### src/rtl/matrix_storage_loader.sv
// Host-side write initiator for one matrix storage: turns a stream of row words into
// storage write transactions (is_write, layer/row index, data) after a locator reset.
module matrix_storage_loader #(
    parameter int unsigned DATA_WIDTH  = 48,
    parameter int unsigned INDEX_WIDTH = 32
) (
    input  logic                   clk_clk,
    input  logic                   reset_reset_n,
    input  logic                   start,
    input  logic                   abort,
    input  logic [INDEX_WIDTH-1:0] cfg_num_layers,
    input  logic [INDEX_WIDTH-1:0] cfg_rows_per_layer,
    input  logic                   in_valid,
    input  logic [DATA_WIDTH-1:0]  in_data,
    output logic                   in_ready,
    output logic                   locator_reset,
    output logic                   is_write,
    output logic [INDEX_WIDTH-1:0] write_layer_index,
    output logic [INDEX_WIDTH-1:0] write_row_index,
    output logic [DATA_WIDTH-1:0]  write_data,
    output logic                   busy,
    output logic                   done
);

    typedef enum logic [1:0] {StIdle, StClear, StLoad, StDone} state_e;

    state_e                 state_q;
    logic [INDEX_WIDTH-1:0] layers_q;
    logic [INDEX_WIDTH-1:0] rows_q;
    logic [INDEX_WIDTH-1:0] layer_q;
    logic [INDEX_WIDTH-1:0] row_q;
    logic                   last_row;
    logic                   last_layer;

    assign in_ready   = (state_q == StLoad);
    assign busy       = (state_q != StIdle);
    assign last_row   = (row_q == rows_q - INDEX_WIDTH'(1));
    assign last_layer = (layer_q == layers_q - INDEX_WIDTH'(1));

    always_ff @(posedge clk_clk or negedge reset_reset_n) begin
        if (!reset_reset_n) begin
            state_q           <= StIdle;
            layers_q          <= '0;
            rows_q            <= '0;
            layer_q           <= '0;
            row_q             <= '0;
            locator_reset     <= 1'b0;
            is_write          <= 1'b0;
            write_layer_index <= '0;
            write_row_index   <= '0;
            write_data        <= '0;
            done              <= 1'b0;
        end else begin
            // Pulse outputs default low; index/data hold their last write.
            locator_reset <= 1'b0;
            is_write      <= 1'b0;
            done          <= 1'b0;
            unique case (state_q)
                StIdle: begin
                    if (start) begin
                        layers_q <= cfg_num_layers;
                        rows_q   <= cfg_rows_per_layer;
                        layer_q  <= '0;
                        row_q    <= '0;
                        if (cfg_num_layers == '0 || cfg_rows_per_layer == '0) begin
                            state_q <= StDone;
                            done    <= 1'b1;
                        end else begin
                            state_q       <= StClear;
                            locator_reset <= 1'b1;
                        end
                    end
                end
                StClear: begin
                    layer_q <= '0;
                    row_q   <= '0;
                    state_q <= abort ? StIdle : StLoad;
                end
                StLoad: begin
                    if (abort) begin
                        state_q <= StIdle;
                    end else if (in_valid) begin
                        is_write          <= 1'b1;
                        write_layer_index <= layer_q;
                        write_row_index   <= row_q;
                        write_data        <= in_data;
                        if (last_row) begin
                            row_q   <= '0;
                            layer_q <= layer_q + INDEX_WIDTH'(1);
                            if (last_layer) begin
                                state_q <= StDone;
                                done    <= 1'b1;
                            end
                        end else begin
                            row_q <= row_q + INDEX_WIDTH'(1);
                        end
                    end
                end
                StDone: begin
                    state_q <= StIdle;
                end
                default: begin
                    state_q <= StIdle;
                end
            endcase
        end
    end

endmodule

### config.mk
export PLATFORM = sky130hd
export DESIGN_NAME = matrix_storage_loader
export DESIGN_NICKNAME = d
export VERILOG_FILES = /design/src/rtl/matrix_storage_loader.sv
export SDC_FILE = /design/constraint.sdc
export NUM_CORES = 1
export LEC_CHECK = 0
export CAP_MARGIN = 10
export CORE_AREA = 3 3 193 148
export CTS_CLUSTER_SIZE = 16
export DETAILED_ROUTE_END_ITERATION = 6
export DIE_AREA = 0 0 196 151
export PLACE_DENSITY = 0.75
export SYNTH_ARGS = -nofsm -noshare
export SYNTH_HDL_FRONTEND = slang
export SYNTH_SLANG_ARGS = --single-unit
### constraint.sdc
create_clock -name clk_clk -period 3.01 [get_ports clk_clk]
set_clock_uncertainty 0.1 [all_clocks]
set_input_delay 0.602 -clock clk_clk [delete_from_list [all_inputs] [get_ports clk_clk]]
set_output_delay 0.602 -clock clk_clk [all_outputs]
set_load 0.005 [all_outputs]
After elaboration in Yosys (flattened, before gate mapping) --
Cells that the tools add are included.
Storage, ports and cells: word-level logic and storage cells 69, register bits 245, output and inout bits 117
Cells by class: reduce and logical (&&, ||, !) cells 11, mux-type cells 30, $add $sub $neg 4, bitwise gates (word level) 1, equality and inequality tests 12
Operators with widths (number):
- $mux 32 | 7
- $pmux 32 s3 | 2
- $add 32x1->32 const B | 2
- $eq 32x32->1 | 2
- $logic_not 32->1 | 2
- $sub 32x1->32 const B | 2
- $mux 2 | 7
- $mux 1 | 12
- $pmux 2 s4 | 1
- $reduce_and 4->1 | 2
- $ne 2x2->1 const B | 3
- $ne 3x2->1 const B | 2
- $reduce_and 5->1 | 1
- $eq 2x2->1 const B | 2
- $ne 3x3->1 const B | 1
- $reduce_and 3->1 | 1
- $reduce_bool 3->1 | 1
- $eq 2x1->1 const B | 1
- $logic_not 2->1 | 1
- $ne 2x1->1 const B | 1
- $pmux 1 s2 | 1
- $reduce_and 2->1 | 1
- $reduce_bool 2->1 | 1
- $logic_or 1x1->1 | 1
- $not 1->1 | 1

Longest topological paths before layout --
depth in word-level cells 7, gate-level depth with buffers 13, depth with buffers taken out 10

Worst setup path after synthesis --
Ideal clock, no wire load.
path kind reg-to-reg, from register rows_q[2], to register layer_q[21], arrival 3017 ps, buffers on the path 4, slack -186 ps, library setup time 79 ps, data required time 2831 ps, stages on the path, launching flop included 13, cells stage by stage dfrtp_1 -> clkbuf_1 -> nor4_1 -> buf_2 -> nand4_1 -> xnor2_1 -> a2111oi_0 -> nand4b_1 -> or4_1 -> buf_2 -> buf_6 -> a211oi_2 -> mux2i_1
Between the ends: cells in the longest elaborated chain, start to end 4
Ends and longest elaborated chain:
- start, declared | line 29 | logic [INDEX_WIDTH-1:0] rows_q;
- start signal, assigned | line 62 | rows_q <= cfg_rows_per_layer;
- $sub 32x1->32 | line 37 | assign last_row = (row_q == rows_q - INDEX_WIDTH'(1));
- $eq 32x32->1 | line 37
- $ne 2x1->1 (no line)
- $reduce_and 5->1 (no line)
- end signal, assigned | line 89 | layer_q <= layer_q + INDEX_WIDTH'(1);
- end, declared | line 30 | logic [INDEX_WIDTH-1:0] layer_q;
No other way between the ends. A chain may end at the register's enable or synchronous reset.

Worst setup path after layout --
from register rows_q[0], to register layer_q[21]
Same word-level chain as after synthesis.

==> flow_summary.json <==
{
  "maxSlewViolCount": 0,
  "relSlewSlack_pct": 55.8,
  "cts_made_buffers": 25,
  "drt-vias-per-instance": 5.47,
  "reg2reg_from": "rows_q[0]",
  "drtPass1Iterations": 5,
  "cts-root-buf": "clkbuf_16",
  "initialDrtViolationCount": 601,
  "p_leak_nw": 7.46,
  "gr-usage-all-layers_pct": 23.7,
  "internal-power_mw": 7.58,
  "power.density_mw_per_mm2": 606,
  "hold_path_class": "reg -> reg",
  "r2r_slack_ns": -0.32,
  "grt_pass1_wl_mm": 56.6,
  "vias": 10400,
  "seqPwrFrac_pct": 39.9,
  "critPathCapture": "layer_q[21]",
  "synth_area_sq_mm": 0.0127,
  "drc": 0,
  "area_growth_pct": 39.2,
  "ios": 234,
  "grt_overflow_total": 0,
  "worst_slack_ns": -0.315,
  "ys_ff_latch": 245,
  "die_width_um": 196,
  "synthesis.nets": 1287,
  "p_comb_share_pct": 32.6,
  "pwr-share-clk_pct": 27.5,
  "cts_sinks": 245,
  "tightest_slew_ns": 0.663,
  "wl_mm": 36.0,
  "rows": 52,
  "avgSynthCellArea_sq_um": 10.9,
  "r2r_end": "layer_q[21]",
  "power.total_mw": 10.7,
  "fin_cells": 1900,
  "synthArstFlopShare_pct": 100,
  "fmax_mhz": 301,
  "drive_gt1_share_pct": 29.0,
  "dp_hpwl_mm": 26.5,
  "start_kind": "flop",
  "switching_share_pct": 29.4,
  "placement.cell_area_sq_mm": 0.0166,
  "io_buffers": 233,
  "rsz0062_at_grt": "true",
  "wl_per_cell_um": 18.9,
  "fill_cells": 2097,
  "ant_nets": 0,
  "cp-end-kind": "flop",
  "core_area_sq_mm": 0.0268,
  "layout_commonest_cell": "dfrtp_1",
  "grt_max_degree": 117,
  "synth_edf_count": 0,
  "layout.nets": 1654,
  "worstPathArrival_ns": 3.66,
  "violations": "setup timing",
  "synth_cells": 1166,
  "place_congestion": 0.912,
  "fin_crit_ns": 3.33,
  "cap_violations": 0,
  "hold_violations": 0,
  "start_util_pct": 47.5,
  "stdcell_area_sq_mm": 0.0177,
  "ys.flop_type": "dfrtp_1",
  "startpoint": "rows_q[0]",
  "worst-setup-path-type": "reg -> reg",
  "outcome": "finished, violations left",
  "die_height_um": 151,
  "clk_pin_slew_ns": 0.06,
  "placed_cells": 1845,
  "cp_data_required_time_ns": 3.34,
  "ys_seq_area_share_pct": 48.2,
  "antenna_found_initial": 0,
  "clockBufferDepth": 3,
  "r2r_cells": 11,
  "yosysWarnings": 0,
  "fin_crit_sh_pct": 110,
  "final_cell_mix": "dfrtp_1 (244), clkdlybuf4s50_1 (232), mux2_2 (171)",
  "switching_power_mw": 3.15,
  "peakVddDrop_mv": 0.488,
  "h-tree-depth": 1,
  "synth.distinct_cells": 66,
  "setup_violations": 65,
  "cts_tree": "yes",
  "clock_latency_ns": 0.52,
  "critPathMaxFanout": 10,
  "grt_pass1_vias": 10400,
  "num_antenna_cells": 0,
  "die-area_sq_mm": 0.0296
}
flip-flops by register name (all words and copies together), names as in the netlist:
register	cells
layer_q	32
state_q	2
rows_q	32
write_layer_index	32
write_data	48
locator_reset	1
is_write	1
row_q	32
write_row_index	32
done	1
layers_q	32
power groups by stage:
stage | sequential (mW) | clock (mW) | combinational, mW
after global placement | 4.28 | 0 | 3.32
final | 4.28 | 2.96 | 3.50
after detailed placement | 4.31 | 0 | 3.39
after CTS | 4.26 | 3.03 | 3.44
after floorplan | 4.34 | 0 | 1.48
after global routing | 4.36 | 3.15 | 3.79
through the flow:
stage / hold slack, ns / setup WS [ns] / util, % / setup TNS [ns]
finish: 0.400 / -0.315 / 66.1 / -14.85
detailed placement: 0.395 / -0.544 / 61.9 / -29.16
CTS: 0.408 / -0.301 / 65.4 / -14.19
floorplan: 0.206 / -0.0689 / - / -3.09
global placement: 0.383 / -0.445 / 61.9 / -24.53
global route: 0.424 / -0.411 / 66.1 / -22.33
final cells by class:
| type | count | area (sq um) | area share (%) |
|---|---|---|---|
| multi-input cells | 834 | 6530 | 36.8 |
| flip-flops and latches | 245 | 6130 | 34.6 |
| repair buffers | 409 | 3780 | 21.3 |
| clock buffers | 35 | 733 | 4.14 |
| well taps | 351 | 439 | 2.48 |
| inverters | 18 | 67.6 | 0.381 |
| clock inverters | 8 | 40.0 | 0.226 |
cells by family after synthesis:
logic type               Yosys count  share of synthesized area [%]
flip-flops                       245                           48.2
AND/OR/NAND/NOR                  399                           16.9
multiplexers                     210                           18.2
buffers and inverters             87                           2.87
AO/OA/AOI/OAI                    118                           6.40
XOR/XNOR                         103                           7.09
adder cells (fa/ha/maj)            4                          0.393
worst max-delay path: stages, from the launching register on:
cell      delay (ns)
dfrtp_1         0.43
nor4_4          0.27
buf_4           0.18
nand2_1         0.07
or4_1           0.49
a22oi_1         0.20
nand4b_1        0.16
or4_4           0.58
buf_12          0.17
buf_12          0.15
a211oi_4        0.23
mux2i_1         0.21
per-layer routing:
metal | global-route usage (%) | vias to the layer above | wire [um]
li1 | - | 4941 | -
met1 | 34.2 | 5074 | 16600
met2 | 37.5 | 326 | 16300
met3 | 4.14 | 51 | 2260
met4 | 5.66 | 0 | 826
met5 | 0 | - | 0
how the worst min path moves through the flow:
stage | to | slack (ns) | start | cells after the start
2_1_floorplan | done | 0.21 | reset_reset_n | 0
5_1_grt | write_layer_index[29] | 0.42 | write_layer_index[29] | 1
4_1_cts | write_data[40] | 0.41 | write_data[40] | 1
3_3_place_gp | state_q[1] | 0.38 | state_q[1] | 1
6_report | write_data[40] | 0.40 | write_data[40] | 1
3_5_place_dp | write_data[19] | 0.39 | write_data[19] | 1
Yosys cell counts (7+ instances only):
master	n	share of area, %
nor2_1	61	1.8
nand3_1	36	1.4
nand4_1	34	1.7
and3_1	12	0.59
and2_1	9	0.44
a211oi_2	9	0.88
inv_1	17	0.50
o21ai_0	27	1.1
nor2b_1	9	0.44
buf_2	7	0.28
dfrtp_1	245	48
and4_1	13	0.89
nor4_1	37	1.8
nand2b_1	36	1.8
mux2i_1	38	3.0
xor2_1	50	3.4
clkbuf_1	52	1.5
nor3_1	25	0.98
nand2_1	88	2.6
mux2_2	172	15
xnor2_1	53	3.6
a21oi_1	31	1.2
or4_1	7	0.41
o22ai_1	9	0.44
what timing repair did:
item / 4_1_cts / 5_1_grt
setup buffers: 5 / 7
setup endpoints to repair: 66 / 66
hold endpoints to repair: 50 / 0
gates resized for setup: 21 / 31
pin swaps: 9 / 11
hold buffers: 1 / 0
No activity file was read; power rests on OpenSTA's default activity.
